File: config.mk
export PLATFORM = sky130hd
export DESIGN_NAME = cci_mpf_c0tx_buffer
export DESIGN_NICKNAME = d
export VERILOG_FILES = /design/src/rtl/cci_mpf_c0tx_buffer.sv
export SDC_FILE = /design/constraint.sdc
export NUM_CORES = 2
export LEC_CHECK = 0
export ABC_AREA = 1
export CAP_MARGIN = 20
export CORE_AREA = 2 2 476 478
export CTS_CLUSTER_DIAMETER = 60
export DETAILED_ROUTE_END_ITERATION = 8
export DIE_AREA = 0 0 478 480
export PLACE_DENSITY = 0.61
export SETUP_SLACK_MARGIN = 0.1
export SLEW_MARGIN = 20
export SYNTH_ARGS = -nofsm -noshare
export SYNTH_HDL_FRONTEND = slang
export SYNTH_SLANG_ARGS = --single-unit
File: constraint.sdc
create_clock -name clk -period 30 [get_ports clk]
set_input_delay 3 -clock clk [delete_from_list [all_inputs] [get_ports clk]]
set_output_delay 3 -clock clk [all_outputs]
set_load 0.01 [all_outputs]
File: src/rtl/cci_mpf_c0tx_buffer.sv
// Elastic FIFO on the MPF channel 0 TX path between the AFU and the FIU side.
// It absorbs requests issued after almost-full and forwards them in order.
module cci_mpf_c0tx_buffer #(
  parameter int N_ENTRIES     = 16,
  parameter int REQ_WIDTH     = 128,
  parameter int ALMFULL_SLACK = 4
) (
  input  logic                         clk,
  input  logic                         reset,
  input  logic [REQ_WIDTH-1:0]         afu_req,
  input  logic                         afu_req_valid,
  output logic                         afu_almfull,
  output logic [REQ_WIDTH-1:0]         fiu_req,
  output logic                         fiu_req_valid,
  input  logic                         fiu_almfull,
  output logic [$clog2(N_ENTRIES):0]   occupancy,
  output logic                         overflow_err
);

  localparam int PW = $clog2(N_ENTRIES);
  localparam int CW = PW + 1;
  localparam logic [CW-1:0] FULL = CW'(N_ENTRIES);
  localparam logic [CW-1:0] ALM_TH = CW'(N_ENTRIES - ALMFULL_SLACK);

  logic [REQ_WIDTH-1:0] mem_q [N_ENTRIES];

  logic [PW-1:0]        wr_ptr_q, wr_ptr_d;
  logic [PW-1:0]        rd_ptr_q, rd_ptr_d;
  logic [CW-1:0]        count_q, count_d;
  logic [REQ_WIDTH-1:0] fiu_req_q, fiu_req_d;
  logic                 fiu_req_valid_q, fiu_req_valid_d;
  logic                 afu_almfull_q, afu_almfull_d;
  logic                 overflow_err_q, overflow_err_d;

  logic pop;
  logic push;
  logic drop;

  always_comb begin
    pop  = (count_q != '0) && !fiu_almfull;
    push = afu_req_valid && ((count_q != FULL) || pop);
    drop = afu_req_valid && (count_q == FULL) && !pop;
  end

  always_comb begin
    wr_ptr_d        = wr_ptr_q;
    rd_ptr_d        = rd_ptr_q;
    count_d         = count_q;
    fiu_req_d       = fiu_req_q;
    fiu_req_valid_d = pop;
    overflow_err_d  = overflow_err_q || drop;
    if (push) wr_ptr_d = wr_ptr_q + PW'(1);
    if (pop) begin
      rd_ptr_d  = rd_ptr_q + PW'(1);
      fiu_req_d = mem_q[rd_ptr_q];
    end
    // Push and pop together leave the count unchanged.
    if (push && !pop) count_d = count_q + CW'(1);
    else if (pop && !push) count_d = count_q - CW'(1);
    afu_almfull_d = (count_d >= ALM_TH);
  end

  always_ff @(posedge clk) begin
    if (push && !reset) mem_q[wr_ptr_q] <= afu_req;
  end

  always_ff @(posedge clk) begin
    if (reset) begin
      wr_ptr_q        <= '0;
      rd_ptr_q        <= '0;
      count_q         <= '0;
      fiu_req_q       <= '0;
      fiu_req_valid_q <= 1'b0;
      afu_almfull_q   <= 1'b1;
      overflow_err_q  <= 1'b0;
    end else begin
      wr_ptr_q        <= wr_ptr_d;
      rd_ptr_q        <= rd_ptr_d;
      count_q         <= count_d;
      fiu_req_q       <= fiu_req_d;
      fiu_req_valid_q <= fiu_req_valid_d;
      afu_almfull_q   <= afu_almfull_d;
      overflow_err_q  <= overflow_err_d;
    end
  end

  assign afu_almfull   = afu_almfull_q;
  assign fiu_req       = fiu_req_q;
  assign fiu_req_valid = fiu_req_valid_q;
  assign occupancy     = count_q;
  assign overflow_err  = overflow_err_q;

endmodule
==> run_results.csv <==
group,metric,value,unit
status,outcome,"finished, final reports clean",
drt,met2_length,118000,um
hold_path,holdCritStartpoint,"overflow_err",
worst_setup_path,arrival,6.54,ns
worst_setup_path,r2r_cells,12,
synth,synth_common_cells,"nand2_1 (2890), edfxtp_1 (2048), nand3_1 (1492), inv_1 (595), buf_2 (286)",
drt,wl_met3,15200,um
power,cellPowerDensity,70.8,nW/um^2
placement,gp_congestion,0.777,
synth,ys_seq_elements,2192,
layout,final_cell_area,102000,um^2
synth,synth_most_common_cell,"nand2_1",
sta,setup_viol,0,
worst_setup_path,critPathCaptureType,"register",
drt,wl_per_cell,21.5,um
global_route,gr-total-overflow,0,
worst_setup_path,cp.required,30.45,ns
clock_network,cts.htree.levels,4,
power,p_leak,38.9,nW
clock_network,cts-resized-gates,0,
clock_network,cts-root-buf,"clkbuf_16",
worst_setup_path,cp_max_fo,41,
die,rows,174,
die,ios,268,
synth,yosysWarnings,0,
clock_network,cts-buffers-inserted,227,
die,fp.dieH,480,um
synth,netlist_instances,8058,
drt,top_layer_used,"met5",
die,die_x,478,um
hold_path,hold_end,"overflow_err",
drt,wl_met1,105000,um
worst_setup_path,r2r_slack,25.27,ns
synth,synthDistinctLibCells,28,
synth,synthFlopType,"edfxtp_1",
sta,fin_skew,0.0568,ns
clock_network,clkTransAtPathRegs,0.06,ns
sta,period_minus_slack,6.08,ns
layout,drive_gt1_frac,0.0635,
sta,slew_headroom,0.229,
power,total_power,7.22,mW
drt,drtPass1Iterations,7,
drt,postRouteAntennaNets,0,
global_route,grt_pass1_vias,56700,
clock_network,clock_sinks,2192,
drt,drt_drc_violations_left,0,
global_route,track_usage,0.210,
drt,viasPerCell,5.15,
sta,timing.fmax,164,MHz
synth,yosysTopAreaCell,"edfxtp_1",
drt,vias,58600,
global_route,grt_max_degree,254,
global_route,grt_antenna_before_repair,18,
clock_network,cts.path.max_buffers,3,
drt,wirelength,244000,um
placement,io_buffers,267,
power,irDropWorstVdd,0.0576,mV
synth,ys_seq_area_frac,0.721,
clock_network,cts_setup_buffers,0,
flow_run,cap_violations,0,
clock_network,cts_hold_buf,0,
sta,hold_viol,0,
die,start_util,0.398,
worst_setup_path,critPathLaunchType,"primary input",
layout,syn2layout_area_growth,14.3,%
worst_setup_path,path_class,"in -> reg",
synth,synthTopCellsByArea,"edfxtp_1 (69%), nand2_1 (12%), nand3_1 (8.4%), dfxtp_1 (3.2%), inv_1 (2.5%)",
hold_path,hold_path_class,"reg -> reg",
sta,tightest_slew,1.16,ns
worst_setup_path,reg2reg_to,"fiu_req[90]",
clock_network,clock_latency,0.88,ns
synth,avgSynthCellArea,11.1,um^2
clock_network,cts_tree,"yes",
drt,drt_iter0_drc,5545,
placement,place_area,94400,um^2
synth,yosysTopAreaCellShare,0.689,
global_route,grt_pass1_wl,367000,um
synth,synthesis.area,89200,um^2
die,dieArea,229000,um^2
sta,final_max_slew_viol_count,0,
sta,fin_crit_sh,0.203,
sta,rsz0062_at_grt,"false",
synth,syn-num-nets,8197,
sta,tns,0,ns
worst_setup_path,r2r-start,"rd_ptr_q[0]",
layout,finalNetCount,8321,
synth,synth_edf_count,2048,
placement,dp_hpwl,127000,um
hold_path,whs_path_depth,2,
die,coreArea,224000,um^2
synth,async_flop_share,0,
registers in the layout, indices dropped and copies added (netlist names):
name           cells
occupancy          5
fiu_req_valid      1
wr_ptr_q           4
mem_q           2048
overflow_err       1
afu_almfull        1
fiu_req          128
rd_ptr_q           4
layout by cell type, fill, tap and decap left out, drive strengths merged:
cell type / netlist / layout
a21oi: 50 / 50
buf: 349 / 100
bufinv: 0 / 18
clkbuf: 122 / 304
clkdlybuf4s50: 0 / 266
clkinv: 1 / 91
clkinvlp: 0 / 5
dfxtp: 144 / 144
diode: 0 / 5
edfxtp: 2048 / 2048
ha: 7 / 7
inv: 598 / 609
nand2: 2891 / 2891
nand3: 1493 / 1493
nand4: 3 / 3
nor2: 226 / 226
nor3: 8 / 8
nor3b: 1 / 1
o21ai: 70 / 70
or2: 41 / 41
xnor2: 1 / 1
xor2: 5 / 5
metrics by stage:
step	hold slack (ns)	util	worst slack (ns)	cells
after floorplan	0.474	-	16.98	8058
after global placement	0.440	0.421	23.06	10900
after detailed placement	0.458	0.421	23.04	10900
after CTS	0.467	0.455	23.95	11400
after global routing	0.492	0.455	23.77	11400
final	0.471	0.455	23.92	11400
final cells by class:
class | instances | area, um^2
repair buffers | 366 | 3570
diodes | 5 | 12.5
multi-input cells | 4796 | 20500
flip-flops and latches | 2192 | 64400
fillers | 20200 | 122000
well taps | 2992 | 3740
clock inverters | 124 | 1260
clock buffers | 304 | 6210
inverters | 599 | 2290
cell families after synthesis:
kind of cell    share of synthesized area
simple gates                        0.219
xor+xnor                         0.000589
compound gates                    0.00799
flops                               0.721
fa+ha+maj                        0.000981
buf+inv                            0.0504
layer usage:
metal,vias up,global-route usage
met5,-,0
met4,12,0.0509
met3,339,0.0316
met2,1810,0.354
met1,29000,0.285
li1,27400,-
how the worst max path moves through the flow:
stage	endpoint	slack, ns	cells after the start	start
2_1_floorplan	mem_q[7][0]	16.98	4	reset
3_3_place_gp	mem_q[10][70]	23.06	8	fiu_almfull
3_5_place_dp	mem_q[10][47]	23.04	8	fiu_almfull
4_1_cts	mem_q[10][74]	23.95	8	fiu_almfull
5_1_grt	mem_q[10][74]	23.77	8	fiu_almfull
6_report	mem_q[10][74]	23.92	8	fiu_almfull
where the power goes:
| part | total, mW | switching [mW] | internal, mW |
|---|---|---|---|
| combinational | 0.973 | 0.678 | 0.295 |
| clock | 2.81 | 1.19 | 1.61 |
| sequential | 3.44 | 0.0457 | 3.40 |
critical path, cell delays in order:
cell and delay, ns:
clkdlybuf4s50_1 0.46, nand4_1 0.14, nand2_1 0.28, nor2_1 0.26, nand2_1 0.28, nor2_4 0.74
buf_4 0.53, buf_4 0.76
Power figures use the tool's default switching activity.
